==> src/rtl/usr_pkg.sv <==
// Shared definitions for the universal shift register: mode codes, burst FSM states
// and the data-path next-value function (also used by the bench reference model).
package usr_pkg;

    // Widest register the shared next-value function supports.
    localparam int unsigned MAX_W = 64;
    localparam int unsigned IDX_W = $clog2(MAX_W);
    localparam int unsigned MODE_W = 3;

    localparam logic [MODE_W-1:0] MODE_HOLD = 3'b000;
    localparam logic [MODE_W-1:0] MODE_SHR  = 3'b001;
    localparam logic [MODE_W-1:0] MODE_SHL  = 3'b010;
    localparam logic [MODE_W-1:0] MODE_LOAD = 3'b011;
    localparam logic [MODE_W-1:0] MODE_ROR  = 3'b100;
    localparam logic [MODE_W-1:0] MODE_ROL  = 3'b101;
    localparam logic [MODE_W-1:0] MODE_ASR  = 3'b110;
    localparam logic [MODE_W-1:0] MODE_CLR  = 3'b111;

    typedef enum logic {
        ST_IDLE = 1'b0,
        ST_BUSY = 1'b1
    } burst_state_e;

    // Next register value for a 'width'-bit register held in the low bits of a MAX_W vector.
    function automatic logic [MAX_W-1:0] next_value(
        input logic [MAX_W-1:0]  q,
        input logic [MODE_W-1:0] mode,
        input logic              right_in,
        input logic              left_in,
        input logic [MAX_W-1:0]  data_in,
        input int unsigned       width
    );
        logic [MAX_W-1:0] mask;
        logic [MAX_W-1:0] qm;
        logic [MAX_W-1:0] top_bit;
        logic [MAX_W-1:0] r;
        logic             msb;
        mask    = (width >= MAX_W) ? '1 : ((MAX_W'(1) << width) - MAX_W'(1));
        qm      = q & mask;
        msb     = qm[IDX_W'(width - 1)];
        top_bit = MAX_W'(1) << (width - 1);
        case (mode)
            MODE_HOLD: r = qm;
            MODE_SHR:  r = (qm >> 1) | (right_in ? top_bit : '0);
            MODE_SHL:  r = ((qm << 1) | MAX_W'(left_in)) & mask;
            MODE_LOAD: r = data_in & mask;
            MODE_ROR:  r = (qm >> 1) | (qm[0] ? top_bit : '0);
            MODE_ROL:  r = ((qm << 1) | MAX_W'(msb)) & mask;
            MODE_ASR:  r = (qm >> 1) | (msb ? top_bit : '0);
            default:   r = '0;
        endcase
        return r;
    endfunction

endpackage

==> src/rtl/usr_burst_ctrl.sv <==
// Burst controller: accepts a counted burst, replays the latched mode N times,
// and steers the data path between direct (live) and burst (latched) operation.
module usr_burst_ctrl
    import usr_pkg::*;
#(
    parameter int unsigned CNT_W = 4
) (
    input  logic              clk,
    input  logic              rst_n,
    input  logic              en,
    input  logic              start,
    input  logic [MODE_W-1:0] mode,
    input  logic [CNT_W-1:0]  shift_cnt,
    output logic              busy,
    output logic              done,
    output logic              apply_c,
    output logic [MODE_W-1:0] op_mode_c
);

    burst_state_e      state_q;
    burst_state_e      state_d;
    logic [CNT_W-1:0]  cnt_q;
    logic [CNT_W-1:0]  cnt_d;
    logic [MODE_W-1:0] lmode_q;
    logic [MODE_W-1:0] lmode_d;
    logic              busy_d;
    logic              done_d;

    // State, count, latched mode and registered flags; everything frozen while en=0.
    always_ff @(posedge clk or negedge rst_n) begin
        if (!rst_n) begin
            state_q <= ST_IDLE;
            cnt_q   <= '0;
            lmode_q <= MODE_HOLD;
            busy    <= 1'b0;
            done    <= 1'b0;
        end else if (en) begin
            state_q <= state_d;
            cnt_q   <= cnt_d;
            lmode_q <= lmode_d;
            busy    <= busy_d;
            done    <= done_d;
        end
    end

    // Next state: latch on start when idle, count down while busy.
    always_comb begin
        state_d = state_q;
        cnt_d   = cnt_q;
        lmode_d = lmode_q;
        case (state_q)
            ST_IDLE: begin
                if (start) begin
                    lmode_d = mode;
                    cnt_d   = shift_cnt;
                    if (shift_cnt != '0) begin
                        state_d = ST_BUSY;
                    end
                end
            end
            ST_BUSY: begin
                cnt_d = cnt_q - CNT_W'(1);
                if (cnt_q == CNT_W'(1)) begin
                    state_d = ST_IDLE;
                end
            end
            default: state_d = ST_IDLE;
        endcase
    end

    // Outputs: next busy/done, and which op (if any) the data path applies at this edge.
    always_comb begin
        busy_d    = (state_d == ST_BUSY);
        done_d    = 1'b0;
        apply_c   = 1'b0;
        op_mode_c = mode;
        if (state_q == ST_BUSY) begin
            apply_c   = 1'b1;
            op_mode_c = lmode_q;
            done_d    = (cnt_q == CNT_W'(1));
        end else begin
            // start wins over the direct op; a zero-length burst completes immediately
            apply_c = !start;
            done_d  = start && (shift_cnt == '0);
        end
    end

endmodule

==> src/rtl/param_universal_shift_register.sv <==
// Parametrised universal shift register with serial taps and a counted burst engine.
module param_universal_shift_register
    import usr_pkg::*;
#(
    parameter int unsigned WIDTH = 8,
    parameter int unsigned CNT_W = 4
) (
    input  logic              clk,
    input  logic              rst_n,
    input  logic              en,
    input  logic [2:0]        mode,
    input  logic              right_in,
    input  logic              left_in,
    input  logic [WIDTH-1:0]  data_in,
    input  logic              start,
    input  logic [CNT_W-1:0]  shift_cnt,
    output logic [WIDTH-1:0]  data_out,
    output logic              right_out,
    output logic              left_out,
    output logic              busy,
    output logic              done
);

    logic [WIDTH-1:0]  q;
    logic [WIDTH-1:0]  next_q;
    logic              apply_c;
    logic [MODE_W-1:0] op_mode_c;

    usr_burst_ctrl #(
        .CNT_W (CNT_W)
    ) u_burst_ctrl (
        .clk       (clk),
        .rst_n     (rst_n),
        .en        (en),
        .start     (start),
        .mode      (mode),
        .shift_cnt (shift_cnt),
        .busy      (busy),
        .done      (done),
        .apply_c   (apply_c),
        .op_mode_c (op_mode_c)
    );

    // Candidate register value for the selected (live or latched) operation.
    always_comb begin
        next_q = WIDTH'(next_value(MAX_W'(q), op_mode_c, right_in, left_in,
                                   MAX_W'(data_in), WIDTH));
    end

    // Data register; updates only on enabled edges where an op is applied.
    always_ff @(posedge clk or negedge rst_n) begin
        if (!rst_n) begin
            q <= '0;
        end else if (en && apply_c) begin
            q <= next_q;
        end
    end

    assign data_out  = q;
    assign right_out = q[0];
    assign left_out  = q[WIDTH-1];

endmodule

==> config.mk <==
export PLATFORM = sky130hd
export DESIGN_NAME = param_universal_shift_register
export DESIGN_NICKNAME = d
export VERILOG_FILES = /design/src/rtl/usr_pkg.sv /design/src/rtl/usr_burst_ctrl.sv /design/src/rtl/param_universal_shift_register.sv
export SDC_FILE = /design/constraint.sdc
export NUM_CORES = 1
export LEC_CHECK = 0
export BUFFER_PORTS_ARGS = -buffer_cell sky130_fd_sc_hd__buf_2
export CAP_MARGIN = 5
export CELL_PAD_IN_SITES_DETAIL_PLACEMENT = 0
export CELL_PAD_IN_SITES_GLOBAL_PLACEMENT = 1
export CORE_MARGIN = 2
export CORE_UTILIZATION = 43
export DETAILED_ROUTE_END_ITERATION = 8
export PLACE_DENSITY_LB_ADDON = 0.1
export RECOVER_POWER = 25
export SYNTH_ARGS = -nofsm -noshare
export SYNTH_HDL_FRONTEND = slang
export SYNTH_HIERARCHICAL = 1
export SYNTH_SLANG_ARGS = --single-unit
==> constraint.sdc <==
create_clock -name clk -period 3 [get_ports clk]
set_input_delay 0.45 -clock clk [delete_from_list [all_inputs] [get_ports clk]]
set_output_delay 0.45 -clock clk [all_outputs]
set_load 0.05 [all_outputs]
* After elaboration in Yosys (flattened, before gate mapping)
Cells that the tools add are included.
** Storage, ports and cells
- Bits in registers :: 17
- Input port bits :: 21
- Output and inout port bits :: 12
- Logic and storage cells :: 43
** Operators by class
- $add $sub $neg :: 1
- Eq/ne operators :: 8
- Muxes and demuxes :: 13
- Bitwise gates (word level) :: 7
- Reduce and logical (&&, ||, !) cells :: 9
** Operators with widths (count)
- $pmux W8 S7 :: 1
- $mux W8 :: 3
- $or A7 B8 Y8 :: 3
- $or A8 B1 Y8 :: 2
- $eq A3 B3 Y1 const B :: 3
- $pmux W4 S2 :: 1
- $eq A3 B2 Y1 const B :: 2
- $mux W1 :: 5
- $eq A4 B1 Y1 const B :: 1
- $logic_not A4 Y1 :: 1
- $mux W4 :: 1
- $reduce_and A2 Y1 :: 2
- $reduce_bool A4 Y1 :: 1
- $sub A4 B1 Y4 const B :: 1
- $eq A3 B1 Y1 const B :: 1
- $logic_not A3 Y1 :: 1
- $mux W3 :: 1
- $reduce_and A3 Y1 :: 1
- $logic_and A1 B1 Y1 :: 2
- $ne A2 B2 Y1 const B :: 1
- $not A1 Y1 :: 2
- $pmux W1 S2 :: 1
- $logic_not A1 Y1 :: 1

* Logic depth before layout (Yosys ltp)
Gate-level depths: netlist (run 1).
- Word-level depth :: 4
- Mapped depth :: 8
- Mapped depth without buffers :: 6

* Hierarchy
Netlist (run 1), hierarchy kept.
** By module, submodules not included
- param_universal_shift_register :: instances 1, cells an instance 79, area an instance 735.7 sq um, seq. area each 200.2 sq um
- usr_burst_ctrl :: instances 1, cells an instance 52, area an instance 564.3 sq um, seq. area each 225.2 sq um

* Worst setup path after synthesis (run 1)
Ideal clock, no wire load.
- Path kind :: reg2reg
- Start :: register u_burst_ctrl.state_q
- End :: register q[6], in the netlist data_out[6]
- Setup time :: 0.121 ns
- Data arrival time :: 2.147 ns
- Required time :: 2.879 ns
- Slack :: 0.732 ns
- Stages on the path, launching flop included :: 8
- Buffers on the path :: 2
- Period minus slack after synthesis :: 2.268 ns
- Cells stage by stage :: dfrtp_1 buf_6 mux2_2 buf_6 mux2_4 a221oi_1 a21oi_1 a22o_1
** Between the ends
- Word-level cells in the longest chain between the ends :: 4
- Elaborated cells on any way between the ends :: 13
- Those cells by class :: eq/ne (6); mux (3); bitwise (1); reduce/logical (3)
** Ends and longest elaborated chain
- from (decl) :: RTL line usr_burst_ctrl.sv:20 : burst_state_e state_q;
- from (signal assigned) :: RTL line usr_burst_ctrl.sv:38 : state_q <= state_d;
- $mux W3 * :: RTL line usr_burst_ctrl.sv:77 : if (state_q == ST_BUSY) begin
- named net op_mode_c[0] :: RTL line param_universal_shift_register.sv:27 : logic [MODE_W-1:0] op_mode_c;
- parallel branches: the longest is 3 deep, another holds $pmux W8 S7
- to (signal assigned) :: RTL line param_universal_shift_register.sv:55 : q <= next_q;
- to (decl) :: RTL line param_universal_shift_register.sv:24 : logic [WIDTH-1:0] q;
Mark *: on every way through the listed nets, which the timed path passes.
A chain may end at the register's enable or synchronous reset.

* Worst setup path after layout (run 1)
- Start :: register u_burst_ctrl.state_q
- End :: register q[4], in the netlist data_out[4]
The elaborated chain is that of the path after synthesis.

==> summary.log, run 1 <==
qor: layout.mostFrequentLayoutCell sky130_fd_sc_hd__buf_2
qor: global_routing.grt-busiest-layer met1
qor: critical_path.r2r_end data_out[4]
qor: critical_path.path_max_fanout 22
qor: logic_synthesis.syn-instance-count 131
qor: floorplanning.num_io_pins 33
qor: critical_path.critPathKind reg -> reg
qor: floorplanning.dieArea 0.003479 mm²
qor: floorplanning.die_width 58.99 µm
qor: timing.setup-tns-final 0 ps
qor: logic_synthesis.yosys-top-cells-area sky130_fd_sc_hd__dfrtp_1, sky130_fd_sc_hd__mux2_4, sky130_fd_sc_hd__a21oi_1
qor: floorplanning.fp.coreArea 0.002805 mm²
qor: pwr.power_frac_seq 28.1%
qor: logic_synthesis.number_of_synthesized_register_bits 17
qor: logic_synthesis.yosysSeqAreaShare 32.72%
qor: critical_path.kind_of_capture_point_of_the_worst_setup_path flop
qor: pwr.power_per_cell_area 1195 mW/mm²
qor: outcome.violations_in_the_final_reports design-rule violations
qor: logic_synthesis.syn_avg_cell_area 9.924 µm²
qor: timing.achievable-frequency 424.9 MHz
qor: critical_path.worst_ep_required_time 3240 ps
qor: layout.finish.net_count 179
qor: global_routing.globalRouteTotalUtil 17.99%
qor: timing.finalSetupViolCount 0
qor: layout.n_fill_cell 289
qor: critical_path.worst_setup_path_start_kind flop
qor: layout.drive_gt1_share 36.77%
qor: layout.area_growth 10.88%
qor: critical_path.r2r_slack 650 ps
qor: timing.period_share 78.45%
qor: global_routing.met3_usage 3.057%
qor: global_routing.via_count_of_the_first_global_routing_pass 1,025
qor: layout.fin_util 51.38%
qor: timing.skew 11.77 ps
qor: global_routing.grt_start_max_net_pins 25
qor: global_routing.globalRoute.totalOverflow 0
qor: drt.total_routed_wirelength 2880 µm
qor: critical_path.worstPathBufferInverterCount 0
qor: cts.cts_tree built
qor: global_routing.grt.met2_usage 25.71%
qor: logic_synthesis.synth_largest_type_area_fraction 32.72%
qor: cts.worst_skew_pair.late_latency 290 ps
qor: cts.clk_transition_reported_paths 110 ps
qor: timing.worst_pin_slew 947.8 ps
qor: outcome.result_of_the_run finished, violations left
qor: placement.hpwl_after_dpl 2091 µm
qor: floorplanning.rows 19
qor: critical_path.cp_data_arrival_time 2600 ps
qor: drt.post_drt_wl_per_cell 15.48 µm
qor: global_routing.groute.layer.met1.usage 27.82%
qor: pwr.power_switching_share 52.31%
qor: pwr.netSwitchingPower 901.0 µW
qor: placement.globalplace.congestion 0.7725
qor: cts.cts_max_path_bufs 2
qor: critical_path.slowest_stage sky130_fd_sc_hd__dfrtp_1
qor: layout.final_cell_mix sky130_fd_sc_hd__buf_2, sky130_fd_sc_hd__a21oi_1, sky130_fd_sc_hd__dfrtp_1
qor: critical_path.crit_family flip-flops
qor: critical_path.worstSetupStartpoint u_burst_ctrl/state_q
qor: floorplanning.start_util 46.34%
qor: timing.rsz0062_at_grt false
qor: pwr.internal_power 821.4 µW
qor: critical_path.timing.critical_path.slowest_cell_delay 670 ps
qor: timing.period_needed 2353 ps
qor: timing.holdWs 264.8 ps
qor: drt.route.vias.total 1,090
qor: logic_synthesis.yosys_warnings 6
qor: drt.detail_route.drc_violations 1
qor: layout.antenna_cells 0
qor: logic_synthesis.netlist_area 0.001300 mm²
qor: pwr.worst_ir_drop_vdd 676.4 µV
qor: pwr.combPwrFrac 64.5%
qor: critical_path.rr_startpoint u_burst_ctrl/state_q
qor: critical_path.critPathCapture data_out[4]
qor: cts.cts-htree-levels 1
qor: global_routing.antenna_found_initial 0
qor: placement.port_buffers 32
qor: logic_synthesis.ys_types 41
qor: cts.cts_hold_buffers 0
qor: global_routing.grt_first_pass_wirelength 4850 µm
qor: cts.post_cts_resized 0
qor: drt.vias_per_cell 5.860
qor: cts.post-cts-setup-buffers 0
qor: drt.route.antenna.remaining_nets 0
qor: critical_path.worst-path-stages 5
qor: logic_synthesis.post_syn_nets 154
qor: critical_path.timing.critical_path.cells mux2_2, nor2b_2, a221oi_1, a21oi_1, a22o_1
qor: floorplanning.die_h 58.99 µm
qor: critical_path.timing.reg2reg.worst_path_depth 5
qor: cts.numClockSinks 17
qor: hold_path.worstHoldPathType in -> async
qor: cts.clock_tree.root_cell sky130_fd_sc_hd__clkbuf_4
qor: drt.drt_first_pass_iters 6
qor: timing.timing.slew.headroom 36.82%
qor: pwr.power_frac_clock 7.4%
qor: drt.drt_iter0_markers 23
qor: pwr.power.static_leakage 0.0006668 µW
qor: job.cap_viol_max_count 0
qor: logic_synthesis.yosysTopAreaCell sky130_fd_sc_hd__dfrtp_1
qor: cts.total_cts_buffers 3
qor: timing.hold_viol 0
qor: timing.drv_slew 0
qor: pwr.power 1722 µW
[routing by layer]
| layer | vias up | wire (µm) |
|---|---|---|
| met2 | 23 | 1286 |
| li1 | 543 | - |
| met4 | 0 | 15 |
| met5 | - | 0 |
| met1 | 522 | 1460 |
| met3 | 2 | 117 |
[worst reg2reg max path: cells and delay by family, from the launching register on]
kind / cells / cell delay [ps]
DFF: 1 / 670
and+or+nand+nor: 1 / 600
muxes: 1 / 560
AOI/OAI and AO/OA: 3 / 490
[cell usage after synthesis, drive strengths merged]
cell	count
a211o	1
a21o	1
a221oi	6
o21ai	3
and3	1
nor4	1
nor2	2
nor3	4
buf	12
nand3	3
xor2	1
nor2b	9
nand2	5
o32ai	1
ha	2
a211oi	1
a22o	8
nand4	1
mux2i	3
inv	5
nor4b	1
mux2	12
a21oi	17
nand3b	1
dfrtp	17
nor3b	3
or2	3
o21bai	1
a221o	1
o311ai	2
o22ai	3
[final cells by class]
class                           count  area (µm²)  share of cell area (%)
Tap cell                           31       38.79                   2.691
Sequential cell                    17       425.4                   29.51
Inverter                            5       21.27                   1.476
Multi-Input combinational cell     97       770.7                   53.47
Clock buffer                        4       26.28                   1.823
Timing Repair Buffer               32       158.9                   11.02
[cells by family (layout without fill, tap and decap cells)]
family / Yosys count / count (layout) / share of synthesized area (%)
mux: 15 / 15 / 14.44
simple gates: 34 / 34 / 17.13
flops: 17 / 17 / 32.72
fa+ha+maj: 2 / 2 / 1.925
compound gates: 45 / 45 / 25.12
xor+xnor: 1 / 1 / 0.6738
buf+inv: 17 / 41 / 7.988
[registers in the layout (all words and copies together) (netlist names)]
name / flops
u_burst_ctrl/state_q: 1
data_out: 8
u_burst_ctrl/cnt_q: 4
u_burst_ctrl/lmode_q: 3
u_burst_ctrl/done: 1
[how the worst min path moves through the flow]
| stage | startpoint | to | cells after the start |
|---|---|---|---|
| floorplan | rst_n | data_out[0] | 0 |
| global placement | rst_n | u_burst_ctrl/cnt_q[1] | 1 |
| detailed placement | rst_n | u_burst_ctrl/cnt_q[2] | 1 |
| CTS | rst_n | data_out[5] | 1 |
| global route | rst_n | data_out[5] | 1 |
| finish | rst_n | data_out[5] | 1 |
[per-stage QoR]
step	area, µm²	std cells	setup slack [ps]
floorplan	1300	131	732.1
global route	1441	186	376.6
CTS	1443	186	657.3
finish	1441	186	646.5
detailed placement	1416	182	659.4
global placement	1416	182	712.4
[power by group through the flow]
stage / registers [µW] / clock network [µW] / logic [µW]
floorplan: 624 / 0 / 828
global placement: 481 / 0 / 1090
detailed placement: 489 / 0 / 1110
CTS: 485 / 133 / 1110
global route: 509 / 141 / 1210
finish: 485 / 128 / 1110
No activity file was read; power rests on OpenSTA's default activity.
==> run 2, diff against run 1 <==
--- a/config.mk
+++ b/config.mk
@@ -5,12 +5,13 @@
 export SDC_FILE = /design/constraint.sdc
 export NUM_CORES = 1
 export LEC_CHECK = 0
+export ABC_AREA = 1
 export BUFFER_PORTS_ARGS = -buffer_cell sky130_fd_sc_hd__buf_2
 export CAP_MARGIN = 5
 export CELL_PAD_IN_SITES_DETAIL_PLACEMENT = 0
 export CELL_PAD_IN_SITES_GLOBAL_PLACEMENT = 1
 export CORE_MARGIN = 2
-export CORE_UTILIZATION = 43
+export CORE_UTILIZATION = 35
 export DETAILED_ROUTE_END_ITERATION = 8
 export PLACE_DENSITY_LB_ADDON = 0.1
 export RECOVER_POWER = 25
==> constraint.sdc (replaced) <==
create_clock -name clk -period 2.2 [get_ports clk]
set_input_delay 0.33 -clock clk [delete_from_list [all_inputs] [get_ports clk]]
set_output_delay 0.33 -clock clk [all_outputs]
set_load 0.05 [all_outputs]
==> run 2 against run 1 <==
Compared with the run above:
- register-to-register slack got worse by 410 ps
- sequential power rose by 9.3%
- critical path depth increased by 2
- highest routed layer unchanged
- total power is 7.5% higher
- sequential cell count did not move
- count of clock-buffer cells in the layout shrank 1
- the flow now finishes without violations
- sequential share of layout area is 2.1 points higher
- critical endpoint is now data_out[3]
- die area rose by 5.0%
- maximum frequency rose by 20%
- design area fell by 6.7%
==> summary.log, run 2 <==
qor: drt.post_drt_wl_per_cell 11.42 µm
qor: logic_synthesis.post_syn_nets 189
qor: floorplanning.fp.coreArea 0.003053 mm²
qor: pwr.power.static_leakage 0.0007585 µW
qor: logic_synthesis.netlist_area 0.001115 mm²
qor: placement.hpwl_after_dpl 2110 µm
qor: timing.timing.slew.headroom 36.19%
qor: logic_synthesis.synthMostInstantiatedCell sky130_fd_sc_hd__nand2_1
qor: global_routing.grt_start_max_net_pins 18
qor: layout.fin_util 44.06%
qor: pwr.power_frac_seq 28.6%
qor: critical_path.critPathCapture data_out[3]
qor: cts.post-cts-setup-buffers 0
qor: pwr.internal_power 823.0 µW
qor: global_routing.grt_first_pass_wirelength 4719 µm
qor: placement.port_buffers 32
qor: timing.rsz0062_at_grt false
qor: global_routing.globalRouteTotalUtil 17.06%
qor: floorplanning.rows 20
qor: cts.total_cts_buffers 3
qor: critical_path.path_max_fanout 10
qor: logic_synthesis.yosysTopAreaCell sky130_fd_sc_hd__dfrtp_1
qor: pwr.combPwrFrac 61.9%
qor: timing.achievable-frequency 508.3 MHz
qor: timing.skew 10.15 ps
qor: layout.finish.net_count 224
qor: critical_path.critPathKind reg -> reg
qor: pwr.netSwitchingPower 1029 µW
qor: logic_synthesis.yosysSeqAreaShare 38.16%
qor: global_routing.via_count_of_the_first_global_routing_pass 1,072
qor: floorplanning.die_width 60.44 µm
qor: logic_synthesis.syn_avg_cell_area 6.716 µm²
qor: cts.cts_tree built
qor: critical_path.worst_ep_required_time 2450 ps
qor: cts.post_cts_resized 0
qor: timing.period_share 89.42%
qor: timing.hold_viol 0
qor: cts.clock_tree.root_cell sky130_fd_sc_hd__clkbuf_4
qor: pwr.power_frac_clock 9.5%
qor: layout.antenna_cells 0
qor: floorplanning.dieArea 0.003652 mm²
qor: hold_path.hold_start mode[2]
qor: pwr.power_per_cell_area 1377 mW/mm²
qor: placement.placed_area 0.001309 mm²
qor: timing.worst_pin_slew 957.2 ps
qor: timing.period_needed 1967 ps
qor: critical_path.cp_data_arrival_time 2210 ps
qor: drt.total_routed_wirelength 2787 µm
qor: drt.drt_iter0_markers 48
qor: critical_path.worstSetupStartpoint u_burst_ctrl/state_q
qor: global_routing.antenna_found_initial 0
qor: critical_path.rr_startpoint u_burst_ctrl/state_q
qor: drt.route.antenna.remaining_nets 0
qor: cts.clk_transition_reported_paths 110 ps
qor: critical_path.r2r_end data_out[3]
qor: logic_synthesis.synth_largest_type_area_fraction 38.16%
qor: critical_path.r2r_slack 230 ps
qor: drt.route.vias.total 1,175
qor: floorplanning.start_util 36.52%
qor: drt.vias_per_cell 4.816
qor: timing.setup-tns-final 0 ps
qor: logic_synthesis.number_of_synthesized_register_bits 17
qor: logic_synthesis.async_flop_share 100.0%
qor: logic_synthesis.yosys_warnings 6
qor: floorplanning.die_h 60.44 µm
qor: logic_synthesis.synth-main-ff-cell sky130_fd_sc_hd__dfrtp_1
qor: critical_path.kind_of_capture_point_of_the_worst_setup_path flop
qor: drt.detail_route.drc_violations 0
qor: layout.final_cell_mix sky130_fd_sc_hd__nand2_1, sky130_fd_sc_hd__buf_2, sky130_fd_sc_hd__nand3_1, sky130_fd_sc_hd__dfrtp_1, sky130_fd_sc_hd__inv_1
qor: layout.drive_gt1_share 23.50%
qor: floorplanning.num_io_pins 33
qor: layout.stdcell_area 0.001345 mm²
qor: logic_synthesis.synthTopCellsByCount sky130_fd_sc_hd__nand2_1, sky130_fd_sc_hd__dfrtp_1, sky130_fd_sc_hd__nand3_1
qor: cts.worst_skew_pair.late_latency 300 ps
qor: job.cap_viol_max_count 0
qor: cts.cts-htree-levels 1
qor: critical_path.worst_setup_path_start_kind flop
qor: timing.finalSetupViolCount 0
qor: placement.globalplace.congestion 0.8563
qor: logic_synthesis.yosys-top-cells-area sky130_fd_sc_hd__dfrtp_1, sky130_fd_sc_hd__nand2_1, sky130_fd_sc_hd__nand3_1
qor: layout.mostFrequentLayoutCell sky130_fd_sc_hd__nand2_1
qor: layout.area_growth 20.65%
qor: outcome.result_of_the_run finished clean
qor: logic_synthesis.syn-instance-count 166
qor: global_routing.globalRoute.totalOverflow 0
qor: timing.holdWs 282.8 ps
qor: layout.n_fill_cell 347
qor: critical_path.timing.reg2reg.worst_path_depth 7
qor: logic_synthesis.ys_types 20
qor: hold_path.worstHoldPathType in -> reg
qor: cts.numClockSinks 17
qor: pwr.worst_ir_drop_vdd 434.3 µV
qor: timing.drv_slew 0
qor: logic_synthesis.number_of_enable_flip_flop_cells_after_synthesis 0
qor: layout.largest_register_ffs 8
qor: hold_path.worstHoldPathCells 3
qor: cts.cts_max_path_bufs 2
qor: pwr.power_switching_share 55.57%
qor: drt.drt_first_pass_iters 4
[run 2: changes by cell type in the layout (fill, tap and decap cells not counted), moves of 6 or more]
| cell | delta |
|---|---|
| sky130_fd_sc_hd__nand2_1 | +63 |
| sky130_fd_sc_hd__a21oi_1 | -15 |
| sky130_fd_sc_hd__nand3_1 | +14 |
| sky130_fd_sc_hd__inv_1 | +11 |
| sky130_fd_sc_hd__nand4_1 | +10 |
| sky130_fd_sc_hd__o21ai_1 | +10 |
| sky130_fd_sc_hd__a22o_1 | -8 |
| sky130_fd_sc_hd__nor2b_1 | -8 |
| sky130_fd_sc_hd__mux2_4 | -6 |
[run 2: what timing repair did]
action	4_1_cts	5_1_grt
hold endpoints to repair	17	0
setup endpoints to repair	0	0
hold buffers	1	0
[run 2: metal layers]
metal / global-route usage, % / up-vias / wire length, µm
li1: - / 609 / -
met1: 23.65 / 532 / 1409
met2: 27.17 / 30 / 1224
met3: 3.625 / 4 / 125
met4: 4.658 / 0 / 27
met5: 0 / - / 0
[run 2: final cells by class]
type | count | area [µm²] | area share [%]
clock buffers | 3 | 22.52 | 1.674
multi-input cells | 123 | 568.0 | 42.23
well taps | 44 | 55.05 | 4.093
clock inverters | 1 | 5.005 | 0.3721
inverters | 20 | 77.57 | 5.767
repair buffers | 36 | 191.4 | 14.23
flip-flops and latches | 17 | 425.4 | 31.63
[run 2: how the worst min path moves through the flow]
stage / end / slack [ps]
final: u_burst_ctrl/lmode_q[2] / 280
after global placement: u_burst_ctrl/lmode_q[2] / 280
after CTS: u_burst_ctrl/lmode_q[1] / 270
after floorplan: data_out[0] / 30
after global routing: u_burst_ctrl/lmode_q[1] / 280
after detailed placement: u_burst_ctrl/lmode_q[2] / 280
[run 2: per-stage QoR]
stage	cells	worst slack, ps	total power, µW
3_5_place_dp	239	256.3	1678
3_3_place_gp	239	330.6	1670
2_1_floorplan	166	249.9	1425
6_report	244	232.7	1852
4_1_cts	244	241.3	1861
5_1_grt	244	15.10	2034
[run 2: kinds of logic (layout without fill, tap and decap cells)]
group | Yosys count | in the layout | share of synthesized area, %
AO/OA/AOI/OAI | 16 | 16 | 7.183
AND/OR/NAND/NOR | 105 | 105 | 41.53
adder cells (fa/ha/maj) | 2 | 2 | 2.244
flip-flops | 17 | 17 | 38.16
buffers and inverters | 26 | 60 | 10.89
[run 2: power groups by stage]
stage                     clock network [µW]  registers [µW]  logic [µW]
after floorplan                            0             702         723
after global placement                     0             534        1140
after detailed placement                   0             537        1140
after CTS                                185             531        1150
after global routing                     198             551        1290
final                                    176             530        1150
[run 2: critical path, stage by stage, from the launching register on]
cell                      delay, ps
sky130_fd_sc_hd__dfrtp_1        430
sky130_fd_sc_hd__o21ai_0        650
sky130_fd_sc_hd__nor2_1         170
sky130_fd_sc_hd__nand2_1        120
sky130_fd_sc_hd__nand3_2        210
sky130_fd_sc_hd__inv_2          200
sky130_fd_sc_hd__nand2_1         80
sky130_fd_sc_hd__nand2_1         60
==> run 3, diff against run 2 <==
--- a/config.mk
+++ b/config.mk
@@ -11,11 +11,10 @@
 export CELL_PAD_IN_SITES_DETAIL_PLACEMENT = 0
 export CELL_PAD_IN_SITES_GLOBAL_PLACEMENT = 1
 export CORE_MARGIN = 2
-export CORE_UTILIZATION = 35
+export CORE_UTILIZATION = 36
 export DETAILED_ROUTE_END_ITERATION = 8
 export PLACE_DENSITY_LB_ADDON = 0.1
 export RECOVER_POWER = 25
 export SYNTH_ARGS = -nofsm -noshare
 export SYNTH_HDL_FRONTEND = slang
-export SYNTH_HIERARCHICAL = 1
 export SYNTH_SLANG_ARGS = --single-unit
==> run 3 against run 2 <==
Compared with the run above:
- design area increased by 3.0%
- synthesized cell count decreased by 2.4%
- routed wire length is 4.8% lower
==> summary.log, run 3 <==
qor: layout.antenna_cells 0
qor: drt.vias_per_cell 4.565
qor: critical_path.worst_setup_path_start_kind flop
qor: timing.finalSetupViolCount 0
qor: critical_path.cp_data_arrival_time 1940 ps
qor: timing.hold_viol 0
qor: timing.worst_pin_slew 958.9 ps
qor: global_routing.met3_usage 1.919%
qor: cts.total_cts_buffers 3
qor: global_routing.groute.layer.met1.usage 24.11%
qor: cts.post-cts-setup-buffers 0
qor: timing.period_share 79.65%
qor: logic_synthesis.yosys-top-cells-area sky130_fd_sc_hd__dfrtp_1, sky130_fd_sc_hd__nand2_1, sky130_fd_sc_hd__nand2_4
qor: critical_path.critPathKind reg -> reg
qor: timing.drv_slew 0
qor: floorplanning.fp.coreArea 0.003078 mm²
qor: logic_synthesis.syn_avg_cell_area 7.214 µm²
qor: logic_synthesis.synthMostInstantiatedCell sky130_fd_sc_hd__nand2_1
qor: floorplanning.dieArea 0.003718 mm²
qor: logic_synthesis.yosysTopAreaCell sky130_fd_sc_hd__dfrtp_1
qor: layout.drive_gt1_share 29.23%
qor: floorplanning.rows 20
qor: cts.cts-htree-levels 1
qor: logic_synthesis.async_flop_share 100.0%
qor: layout.finish.net_count 219
qor: cts.clock_tree.root_cell sky130_fd_sc_hd__clkbuf_4
qor: critical_path.path_max_fanout 14
qor: placement.hpwl_after_dpl 2056 µm
qor: job.cap_viol_max_count 0
qor: drt.detail_route.drc_violations 0
qor: timing.period_needed 1752 ps
qor: global_routing.globalRouteTotalUtil 16.82%
qor: logic_synthesis.number_of_synthesized_register_bits 17
qor: critical_path.timing.reg2reg.worst_path_depth 9
qor: cts.cts_max_path_bufs 2
qor: critical_path.rr_startpoint u_burst_ctrl.busy
qor: timing.skew 6.407 ps
qor: logic_synthesis.synth-main-ff-cell sky130_fd_sc_hd__dfrtp_1
qor: floorplanning.start_util 37.97%
qor: logic_synthesis.syn-instance-count 162
qor: logic_synthesis.post_syn_nets 185
qor: logic_synthesis.netlist_area 0.001169 mm²
qor: drt.drt_iter0_markers 62
qor: hold_path.hold_start shift_cnt[1]
qor: hold_path.worstHoldPathType in -> reg
qor: cts.cts_tree built
qor: global_routing.grt-busiest-layer met2
qor: logic_synthesis.ys_types 24
qor: global_routing.grt_first_pass_wirelength 4657 µm
qor: global_routing.globalRoute.totalOverflow 0
qor: logic_synthesis.synthTopCellsByCount sky130_fd_sc_hd__nand2_1, sky130_fd_sc_hd__dfrtp_1, sky130_fd_sc_hd__inv_1
qor: pwr.worst_ir_drop_vdd 508.8 µV
qor: pwr.power.static_leakage 0.0007776 µW
qor: floorplanning.die_width 60.98 µm
qor: critical_path.kind_of_capture_point_of_the_worst_setup_path flop
qor: timing.achievable-frequency 570.7 MHz
qor: pwr.power_per_cell_area 1505 mW/mm²
qor: global_routing.antenna_found_initial 0
qor: floorplanning.num_io_pins 33
qor: global_routing.via_count_of_the_first_global_routing_pass 1,057
qor: cts.clk_transition_reported_paths 110 ps
qor: outcome.result_of_the_run finished clean
qor: layout.largest_register_ffs 8
qor: timing.setup-tns-final 0 ps
qor: drt.post_drt_wl_per_cell 11.10 µm
qor: placement.globalplace.congestion 0.8054
qor: timing.fin_ws 447.8 ps
qor: placement.dp_worst_setup_slack 476.6 ps
qor: drt.drt_first_pass_iters 4
qor: critical_path.r2r_slack 450 ps
qor: global_routing.grt.met2_usage 26.42%
qor: global_routing.grt_start_max_net_pins 18
qor: logic_synthesis.yosys_warnings 0
qor: hold_path.worstHoldPathCells 3
qor: layout.final_cell_mix sky130_fd_sc_hd__nand2_1, sky130_fd_sc_hd__buf_2, sky130_fd_sc_hd__dfrtp_1
qor: critical_path.worst_ep_required_time 2390 ps
qor: cts.worst_skew_pair.late_latency 300 ps
qor: cts.numClockSinks 17
qor: layout.area_growth 18.52%
qor: logic_synthesis.synth_largest_type_area_fraction 36.40%
qor: layout.mostFrequentLayoutCell sky130_fd_sc_hd__nand2_1
qor: drt.route.antenna.remaining_nets 0
qor: timing.rsz0062_at_grt false
qor: critical_path.r2r_end data_out[0]
qor: logic_synthesis.yosysSeqAreaShare 36.40%
qor: floorplanning.die_h 60.98 µm
qor: drt.route.vias.total 1,091
qor: hold_path.hold-path-endpoint u_burst_ctrl.cnt_q[1]
qor: drt.total_routed_wirelength 2652 µm
qor: placement.port_buffers 32
qor: timing.timing.slew.headroom 36.07%
qor: cts.post_cts_resized 0
qor: logic_synthesis.number_of_enable_flip_flop_cells_after_synthesis 0
## run 3: worst max-delay path by stage
stage | start | end | slack (ps) | cells past startpoint
floorplan | u_burst_ctrl.busy | data_out[6] | 630 | 9
global placement | u_burst_ctrl.busy | data_out[0] | 540 | 9
detailed placement | u_burst_ctrl.busy | data_out[0] | 480 | 9
CTS | u_burst_ctrl.busy | data_out[0] | 440 | 9
global route | u_burst_ctrl.busy | data_out[3] | 270 | 10
finish | u_burst_ctrl.busy | data_out[0] | 450 | 9
## run 3: layout make-up
class / count / area, µm²
Timing Repair Buffer: 33 / 168.9
Clock buffer: 4 / 26.28
Inverter: 19 / 73.82
Sequential cell: 17 / 425.4
Multi-Input combinational cell: 122 / 635.6
Fill cell: 345 / 1693
Tap cell: 44 / 55.05
## run 3: kinds of logic (layout without fill, tap and decap cells)
| kind of cell | Yosys count | after routing | synth area share, % |
|---|---|---|---|
| AND/OR/NAND/NOR | 101 | 101 | 42.29 |
| buffers and inverters | 23 | 56 | 9.207 |
| flip-flops | 17 | 17 | 36.40 |
| AO/OA/AOI/OAI | 16 | 16 | 7.493 |
| adder cells (fa/ha/maj) | 2 | 2 | 2.141 |
| XOR/XNOR | 2 | 2 | 1.499 |
| multiplexers | 1 | 1 | 0.9635 |
## run 3: power by group
part	total (µW)	switching, µW	leakage, µW	internal, µW
Clock	176	105	0.0000150	70.6
Combinational	1300	926	0.000544	377
Sequential	605	155	0.000219	451
Total	2080	1190	0.000778	898
## run 3: metrics by stage
| step | hold slack [ps] | utilization (%) | total power [µW] | cell area, µm² | instances |
|---|---|---|---|---|---|
| after floorplan | 34.41 | - | 1675 | 1169 | 162 |
| after global placement | 284.6 | 43.86 | 1913 | 1350 | 234 |
| after detailed placement | 283.4 | 43.86 | 1925 | 1350 | 234 |
| after CTS | 301.8 | 45.04 | 2106 | 1386 | 239 |
| after global routing | 307.5 | 45.00 | 2270 | 1385 | 239 |
| final | 306.4 | 45.00 | 2084 | 1385 | 239 |
## run 3: timing repair
item                                    in CTS  in global routing
endpoints found under the hold margin       17                  0
endpoints found under the setup margin       0                  0
hold buffers                                 1                  0
## run 3: per-layer routing
layer,vias up,wire length [µm]
met4,0,29
met2,26,1182
met3,4,111
li1,571,-
met1,490,1329
met5,-,0
## run 3: worst max-delay path, stage by stage (launching register included)
cell                      delay (ps)
sky130_fd_sc_hd__dfrtp_1         620
sky130_fd_sc_hd__inv_2           200
sky130_fd_sc_hd__nand2_1          90
sky130_fd_sc_hd__nand2_1         180
sky130_fd_sc_hd__nand3_2         160
sky130_fd_sc_hd__nor2_1           50
sky130_fd_sc_hd__nor2_1          130
sky130_fd_sc_hd__nand3_1          90
sky130_fd_sc_hd__nand2_1          70
sky130_fd_sc_hd__nand2_1          50
